[src/rtl/cpu_run_sequencer_if.sv]
// Handshake bundle between the CPU run sequencer and its board/CPU neighbours.
// CYCLE_LIMIT_EN adds the cycle_limit input and the limit_hit flag.
interface cpu_run_sequencer_if;
   logic        run_sw;
   logic        step_btn;
   logic        halt_req;
   logic        cpu_ce;
   logic        cpu_rst;
   logic [1:0]  mode;
   logic [15:0] cycle_cnt;
   logic [2:0]  led_rgb;
`ifdef CYCLE_LIMIT_EN
   logic [15:0] cycle_limit;
   logic        limit_hit;
`endif

   modport master (
      output run_sw, step_btn, halt_req,
`ifdef CYCLE_LIMIT_EN
      output cycle_limit,
      input  limit_hit,
`endif
      input  cpu_ce, cpu_rst, mode, cycle_cnt, led_rgb
   );

   modport slave (
      input  run_sw, step_btn, halt_req,
`ifdef CYCLE_LIMIT_EN
      input  cycle_limit,
      output limit_hit,
`endif
      output cpu_ce, cpu_rst, mode, cycle_cnt, led_rgb
   );
endinterface

[src/rtl/cpu_run_sequencer.sv]
// Run/halt/step sequencer issuing a single-cycle CPU clock enable in the clk_src domain.
// Optional CYCLE_LIMIT_EN: halt RUN once cycle_cnt reaches cycle_limit and flag limit_hit.
//
// state      | meaning
// RST_HOLD   | CPU held in reset for RST_CYCLES after reset releases
// HALT       | CPU stopped, waiting for a fresh run or step edge
// RUN        | one cpu_ce every 2^DIV_LOG2 cycles until halt_req or run switch low
// STEP       | one cpu_ce, then back to HALT
module cpu_run_sequencer #(
   parameter int DIV_LOG2   = 25,
   parameter int DEB_CYCLES = 480000,
   parameter int RST_CYCLES = 16
) (
   input  logic clk_src,
   input  logic reset,
   cpu_run_sequencer_if.slave bus
);

   localparam int DEB_W = (DEB_CYCLES > 1) ? $clog2(DEB_CYCLES) : 1;
   localparam int RST_W = (RST_CYCLES > 1) ? $clog2(RST_CYCLES) : 1;
   localparam logic [DEB_W-1:0] DEB_LAST = DEB_W'(DEB_CYCLES - 1);
   localparam logic [RST_W-1:0] RST_LAST = RST_W'(RST_CYCLES - 1);

   typedef enum logic [1:0] {
      S_RST_HOLD = 2'b00,
      S_HALT     = 2'b01,
      S_RUN      = 2'b10,
      S_STEP     = 2'b11
   } state_t;

   // bit 0 = run switch, bit 1 = step button
   logic [1:0]       raw_in;
   logic [1:0]       sync1_q, sync2_q, deb_q, deb_prev_q;
   logic [DEB_W-1:0] deb_cnt_q [2];
   logic             run_deb, run_rise, step_rise;

   state_t              state_q, state_d;
   logic [RST_W-1:0]    rst_cnt_q, rst_cnt_d;
   logic [DIV_LOG2-1:0] div_q, div_d;
   logic                tick;
   logic                ce_q, ce_d;
   logic                rst_q, rst_d;
   logic [15:0]         cnt_q, cnt_d;
   logic [2:0]          led_q, led_d;

   assign raw_in    = {bus.step_btn, bus.run_sw};
   assign run_deb   = deb_q[0];
   assign run_rise  = deb_q[0] & ~deb_prev_q[0];
   assign step_rise = deb_q[1] & ~deb_prev_q[1];
   assign tick      = &div_q;

   // Counter tracks consecutive cycles where the synchronized input disagrees with the debounced one.
   always_ff @(posedge clk_src) begin
      if (reset) begin
         sync1_q    <= '0;
         sync2_q    <= '0;
         deb_q      <= '0;
         deb_prev_q <= '0;
         for (int i = 0; i < 2; i++) deb_cnt_q[i] <= '0;
      end else begin
         sync1_q    <= raw_in;
         sync2_q    <= sync1_q;
         deb_prev_q <= deb_q;
         for (int i = 0; i < 2; i++) begin
            if (sync2_q[i] == deb_q[i]) begin
               deb_cnt_q[i] <= '0;
            end else if (deb_cnt_q[i] == DEB_LAST) begin
               deb_q[i]     <= sync2_q[i];
               deb_cnt_q[i] <= '0;
            end else begin
               deb_cnt_q[i] <= deb_cnt_q[i] + 1'b1;
            end
         end
      end
   end

`ifdef CYCLE_LIMIT_EN
   logic limit_hit_q, limit_hit_d;
   logic limit_reached;
   assign limit_reached = ce_q && (bus.cycle_limit != 16'd0) && ((cnt_q + 16'd1) == bus.cycle_limit);
   assign bus.limit_hit = limit_hit_q;
`endif

   always_comb begin
      state_d   = state_q;
      rst_cnt_d = rst_cnt_q;
      div_d     = '0;
      ce_d      = 1'b0;
      rst_d     = 1'b0;
      cnt_d     = ce_q ? cnt_q + 16'd1 : cnt_q;
      led_d     = 3'b100;
`ifdef CYCLE_LIMIT_EN
      limit_hit_d = (run_rise | step_rise) ? 1'b0 : limit_hit_q;
`endif
      case (state_q)
         S_RST_HOLD: begin
            rst_d = 1'b1;
            cnt_d = '0;
            if (rst_cnt_q == '0) state_d = S_HALT;
            else                 rst_cnt_d = rst_cnt_q - 1'b1;
         end
         S_HALT: begin
            if (run_rise && !bus.halt_req)       state_d = S_RUN;
            else if (step_rise && !bus.halt_req) state_d = S_STEP;
         end
         S_RUN: begin
            div_d = div_q + 1'b1;
            ce_d  = tick & ~bus.halt_req;
            if (bus.halt_req || !run_deb) begin
               state_d = S_HALT;
            end
`ifdef CYCLE_LIMIT_EN
            else if (limit_reached) begin
               state_d     = S_HALT;
               limit_hit_d = 1'b1;
            end
`endif
         end
         S_STEP: begin
            ce_d    = 1'b1;
            state_d = S_HALT;
         end
      endcase
      case (state_q)
         S_RST_HOLD: led_d = 3'b100;
         S_HALT:     led_d = 3'b001;
         S_RUN:      led_d = 3'b010;
         S_STEP:     led_d = 3'b011;
      endcase
   end

   always_ff @(posedge clk_src) begin
      if (reset) begin
         state_q   <= S_RST_HOLD;
         rst_cnt_q <= RST_LAST;
         div_q     <= '0;
         ce_q      <= 1'b0;
         rst_q     <= 1'b1;
         cnt_q     <= '0;
         led_q     <= 3'b100;
`ifdef CYCLE_LIMIT_EN
         limit_hit_q <= 1'b0;
`endif
      end else begin
         state_q   <= state_d;
         rst_cnt_q <= rst_cnt_d;
         div_q     <= div_d;
         ce_q      <= ce_d;
         rst_q     <= rst_d;
         cnt_q     <= cnt_d;
         led_q     <= led_d;
`ifdef CYCLE_LIMIT_EN
         limit_hit_q <= limit_hit_d;
`endif
      end
   end

   assign bus.cpu_ce    = ce_q;
   assign bus.cpu_rst   = rst_q;
   assign bus.mode      = state_q;
   assign bus.cycle_cnt = cnt_q;
   assign bus.led_rgb   = led_q;

endmodule
[src/flat_wrapper.sv]
// flat-port wrapper written by rule: the top's interface ports become plain ports
module cpu_run_sequencer_flat 
#(
   parameter int DIV_LOG2   = 25,
   parameter int DEB_CYCLES = 480000,
   parameter int RST_CYCLES = 16
)
  (clk_src, reset, bus_run_sw, bus_step_btn, bus_halt_req, bus_cpu_ce, bus_cpu_rst, bus_mode, bus_cycle_cnt, bus_led_rgb);
  cpu_run_sequencer_if bus_i ();
  input  logic clk_src;
  input  logic reset;
  input wire logic [$bits(bus_i.run_sw)-1:0] bus_run_sw;
  input wire logic [$bits(bus_i.step_btn)-1:0] bus_step_btn;
  input wire logic [$bits(bus_i.halt_req)-1:0] bus_halt_req;
  output wire logic [$bits(bus_i.cpu_ce)-1:0] bus_cpu_ce;
  output wire logic [$bits(bus_i.cpu_rst)-1:0] bus_cpu_rst;
  output wire logic [$bits(bus_i.mode)-1:0] bus_mode;
  output wire logic [$bits(bus_i.cycle_cnt)-1:0] bus_cycle_cnt;
  output wire logic [$bits(bus_i.led_rgb)-1:0] bus_led_rgb;
  assign bus_i.run_sw = bus_run_sw;
  assign bus_i.step_btn = bus_step_btn;
  assign bus_i.halt_req = bus_halt_req;
  assign bus_cpu_ce = bus_i.cpu_ce;
  assign bus_cpu_rst = bus_i.cpu_rst;
  assign bus_mode = bus_i.mode;
  assign bus_cycle_cnt = bus_i.cycle_cnt;
  assign bus_led_rgb = bus_i.led_rgb;
  cpu_run_sequencer #(.DIV_LOG2(DIV_LOG2), .DEB_CYCLES(DEB_CYCLES), .RST_CYCLES(RST_CYCLES)) u_core (.clk_src(clk_src), .reset(reset), .bus(bus_i));
endmodule
[config.mk]
export PLATFORM = sky130hd
export DESIGN_NAME = cpu_run_sequencer_flat
export DESIGN_NICKNAME = d
export VERILOG_FILES = /design/src/rtl/cpu_run_sequencer_if.sv /design/src/rtl/cpu_run_sequencer.sv /design/src/flat_wrapper.sv
export SDC_FILE = /design/constraint.sdc
export NUM_CORES = 1
export LEC_CHECK = 0
export ABC_AREA = 1
export BUFFER_PORTS_ARGS = -buffer_cell sky130_fd_sc_hd__buf_2
export CAP_MARGIN = 20
export CORE_ASPECT_RATIO = 1.25
export CORE_MARGIN = 5
export CORE_UTILIZATION = 55
export DETAILED_ROUTE_END_ITERATION = 12
export HOLD_SLACK_MARGIN = 0.15
export PLACE_DENSITY = 0.73
export REMOVE_ABC_BUFFERS = 1
export SKIP_LAST_GASP = 1
export SYNTH_ARGS = -nofsm -noshare
export SYNTH_HDL_FRONTEND = slang
export SYNTH_SLANG_ARGS = --single-unit
export TNS_END_PERCENT = 1
[constraint.sdc]
create_clock -name clk_src -period 2.5 [get_ports clk_src]
set_clock_uncertainty 0.2 [all_clocks]
set_input_delay 0.125 -clock clk_src [delete_from_list [all_inputs] [get_ports clk_src]]
set_output_delay 0.125 -clock clk_src [all_outputs]
set_load 0.005 [all_outputs]
* Yosys cells after proc, flatten, opt, wreduce, memory -nomap -nowiden *
Memory sizes are Yosys's and may differ from the RTL's.
Index checks and enable logic that the tools add are counted.

cells by class
  add/subtract/negate cells = 5
  equal/unequal tests = 10
  muxes and demuxes = 38
  bitwise logic cells = 16
  reduce and logical (&&, ||, !) cells = 14

operators by type and width
  kind                   count
  $mux 19                6
  $add 19x1->19 const B  2
  $eq 19x19->1 const B   2
  $add 25x1->25 const B  1
  $mux 1                 25
  $reduce_and 25->1      1
  $add 16x1->16 const B  1
  $pmux 3 s4             1
  $mux 2                 4
  $pmux 2 s4             1
  $not 1->1              7
  $or 1x1->1             6
  $reduce_and 2->1       3
  $eq 2x2->1 const B     2
  $logic_not 4->1        1
  $ne 2x1->1 const B     2
  $reduce_or 2->1        2
  $sub 4x1->4 const B    1
  $and 1x1->1            3
  $ne 3x1->1 const B     1
  $reduce_and 3->1       1
  $eq 1x1->1             2
  $eq 2x1->1 const B     1
  $logic_and 1x1->1      2
  other kinds (4)        5

storage, ports and cells
  flip-flop bits (word level) = 60
  bits in writable memories = 38
  input port bits = 5
  output and inout port bits = 23
  memories = 1

memory list
  name              depth  width  read ports  clocked after Yosys merged registers in  wr ports  line                     RTL
  u_core.deb_cnt_q  2      19     2           0                                        2         cpu_run_sequencer.sv:34  logic [DEB_W-1:0] deb_cnt_q [2];

* Depth between registers and ports, before layout *
  depth after elaboration = 7
  depth in mapped cells = 10
  gate-level depth less buffers = 10

* Worst setup path before layout *
OpenSTA, ideal clock, no wires.

  path type = register to register
  start = memory u_core.deb_cnt_q[0][0] (netlist name)
  end = memory u_core.deb_cnt_q[0][12] (netlist name), data pin
  library setup time = 0.254 ns
  arrival = 1.328 ns
  required time = 2.046 ns
  path slack = 0.717 ns
  cell stages (with the launch flop) = 10
  path through = edfxtp_1 -> ha_1 -> nand3_2 -> inv_1 -> nand2_2 -> clkinv_2 -> nand3_2 -> nand2_2 -> buf_6 -> nor2_1

RTL lines
  what         line
  from (decl)  cpu_run_sequencer.sv:34

==> summary.txt <==
Routing
  • Top sig layer: met4
  • WL met1: 4230 um
  • Drt wl/cell: 11.0 um
  • Detailed-route via count: 4258
  • WL met3: 264 um
  • WL met2: 4810 um
  • Initial drt markers: 161
  • DR pass1 iterations: 4
  • Post-DRT Antenna Nets: 0
  • Final wirelength: 9490 um
  • Remaining DRCs: 0
  • Via density per instance: 4.93

Yosys
  • Post-synthesis async set-or-reset flop share: 0%
  • Top cell type by total area after synthesis: dfxtp_1
  • Yosys warning total: 0
  • Post-synth top flop: dfxtp_1
  • Largest cells by area after synthesis: dfxtp_1 (24%), edfxtp_1 (23%), nand2_1 (11%)
  • Sequential area share after synthesis: 46.3%
  • Synth cell types: 34
  • Mapped Area: 5020 um^2
  • Post-Syn Area per Cell: 7.59 um^2
  • Flops & latches, synth: 97
  • Syn Inst Count: 661
  • Yosys top cell area share: 23.5%
  • Post-synth EDFFs: 38

STA
  • Part of the cycle the worst path needs: 82.5%
  • RSZ-0062 raised after global routing: no
  • Hold WS: 0.212 ns
  • Final hold vios: 0
  • Fmax: 0.485 GHz
  • Fin crit period: 2.06 ns
  • Pins Over Slew Limit: 0
  • Setup Viol. Count Final: 0
  • Final setup TNS: 0 ns

Global route
  • First-pass GRT wire length: 17000 um
  • Global Route Usage Sum: 18.8%
  • Initial antenna violation count: 0
  • Number of global-route vias before repair: 4139
  • Congestion Overflow GR: 0
  • Largest net degree at the start of global routing: 19

Floorplanning
  • Die Span X: 95.4 um
  • Core Area: 9030 um^2
  • Num ports: 28
  • Initial Util: 55.6%
  • Die area: 11100 um^2
  • Die Height: 117 um
  • # rows: 39

Setup path
  • Setup CP Type: reg2reg
  • Worst-path fanout max: 18
  • Max stage delay on crit path: 0.41 ns
  • Startpoint Class: flop
  • Gate family responsible for the most delay along the worst path: simple AND/OR/NAND/NOR gates
  • CP max-delay cell: edfxtp_1
  • Crit-path most repeated cell: inv_1
  • Cell Chain, Critical Path: ha_1, nand3_2, inv_1, nand2_2, clkinv_2, nand3_2, nand2_2, inv_1, nand2_1, inv_1
  • Req. time, crit path: 2.41 ns
  • Critical path buffer and inverter count: 4
  • Worst Path Arrival: 1.97 ns
  • Crit end category: flop

Layout
  • Fillers: 797
  • Proportion of layout cells with a drive suffix above 1: 11.1%
  • Most common cell after layout, fill and taps aside: nand2_1
  • ANT cells: 0
  • Area grow syn2layout: 14.4%
  • Most frequent cells in the layout: nand2_1 (152), nor2_1 (120), inv_1 (83)
  • Fin cells: 864
  • Nets@finish: 746

Flow run
  • Max_cap viols: 0

CTS
  • Htree depth: 3
  • Post-cts sizing count: 0
  • CTS Hold Bufs: 6
  • Total clock sinks: 97
  • TritonCTS Buffers: 9
  • Clk root buf: clkbuf_16
  • CTS tree: built
  • Clk_lat worst skew: 0.34 ns
  • CTS max path bufs: 2
  • # Post-CTS Setup Buffers: 0
  • Worst-path clk slew: 0.07 ns

Worst hold path
  • Hold crit path type: reg2reg

Place
  • DP HPWL: 7050 um
  • Number of port buffers: 27
  • Gpl congestion: 0.869
  • Dpl cells: 842

Power and ir drop
  • Power Dens Cells: 546 nW/um^2
  • Max VDD drop: 0.319 mV
  • Leak: 0.00227 uW

Status
  • Status: complete, no violations
[metal layers]
metal	vias to the layer above	global-route usage [%]
met5	-	0
met4	0	9.58
met3	18	2.88
met2	64	33.5
met1	1934	21.6
li1	2242	-
[sequential cells by signal (all words and copies together), names as in the netlist, 3 cells and up]
signal,flops
u_core.deb_cnt_q,38
u_core.div_q,25
u_core.bus.led_rgb,3
u_core.rst_cnt_q,4
u_core.bus.cycle_cnt,16
[power breakdown]
part / switching [uW] / total [uW] / leakage (uW) / internal (uW)
sequential: 33.9 / 1710 / 0.000869 / 1670
clock: 594 / 1330 / 0.000142 / 740
combinational: 57.1 / 91.7 / 0.00126 / 34.5
total: 685 / 3130 / 0.00227 / 2450
[Yosys cell counts, types with 7 or more instances]
cell      instances
nand3b_1          7
o21ai_0          18
nor2_1          120
xnor2_1           8
xor2_1           10
inv_1            83
nand3_1          26
a21oi_1          44
nand4_1          16
nor3_1           12
nand2_1         152
edfxtp_1         38
nor2_2           12
dfxtp_1          59
nand2_2           7
[tightest hold or removal path, cell delays in order (launching register included)]
cell,delay [ns]
dfxtp_1,0.30
inv_1,0.04
nor2_1,0.03
[per-stage QoR]
stage	util [%]	power, uW	worst slack, ns	instance area [um^2]
after CTS	63.6	3170	0.436	5740
after detailed placement	59.7	1830	0.443	5390
after global placement	59.7	1820	0.488	5390
after floorplan	-	1800	0.668	5100
final	63.6	3130	0.438	5740
after global routing	63.6	3250	0.234	5740
[worst paths after layout]
path / start / endpoint / slack (ns) / cells past startpoint
worst max-delay path: u_core.deb_cnt_q[0][0]$_SDFFCE_PN0P_ / u_core.deb_cnt_q[0][15]$_SDFFCE_PN0P_ / 0.44 / 10
worst min-delay path: u_core.sync1_q[1]$_SDFF_PP0_ / u_core.sync2_q[1]$_SDFF_PP0_ / 0.21 / 2
worst max register to register: u_core.deb_cnt_q[0][0]$_SDFFCE_PN0P_ / u_core.deb_cnt_q[0][15]$_SDFFCE_PN0P_ / 0.44 / 10
worst min register to register: u_core.sync1_q[1]$_SDFF_PP0_ / u_core.sync2_q[1]$_SDFF_PP0_ / 0.21 / 2
[kinds of logic after synthesis]
group / after synthesis / synth area share [%]
AOI/OAI and AO/OA: 73 / 7.91
DFF: 97 / 46.3
xor gates and xnor gates: 18 / 3.14
other: 1 / 0.0748
and+or+nand+nor: 373 / 33.4
muxes: 1 / 0.224
buffers and inverters: 93 / 7.66
adders and majority gates: 5 / 1.25
[cell type report]
class | instances | area (um^2) | share of cell area [%]
Clock buffer | 11 | 254 | 4.43
Clock inverter | 5 | 36.3 | 0.632
Inverter | 87 | 328 | 5.71
Multi-Input combinational cell | 508 | 2450 | 42.7
Sequential cell | 97 | 2320 | 40.5
Tap cell | 123 | 154 | 2.68
Timing Repair Buffer | 33 | 195 | 3.40
Note: power is estimated with default switching activity, not from simulation.
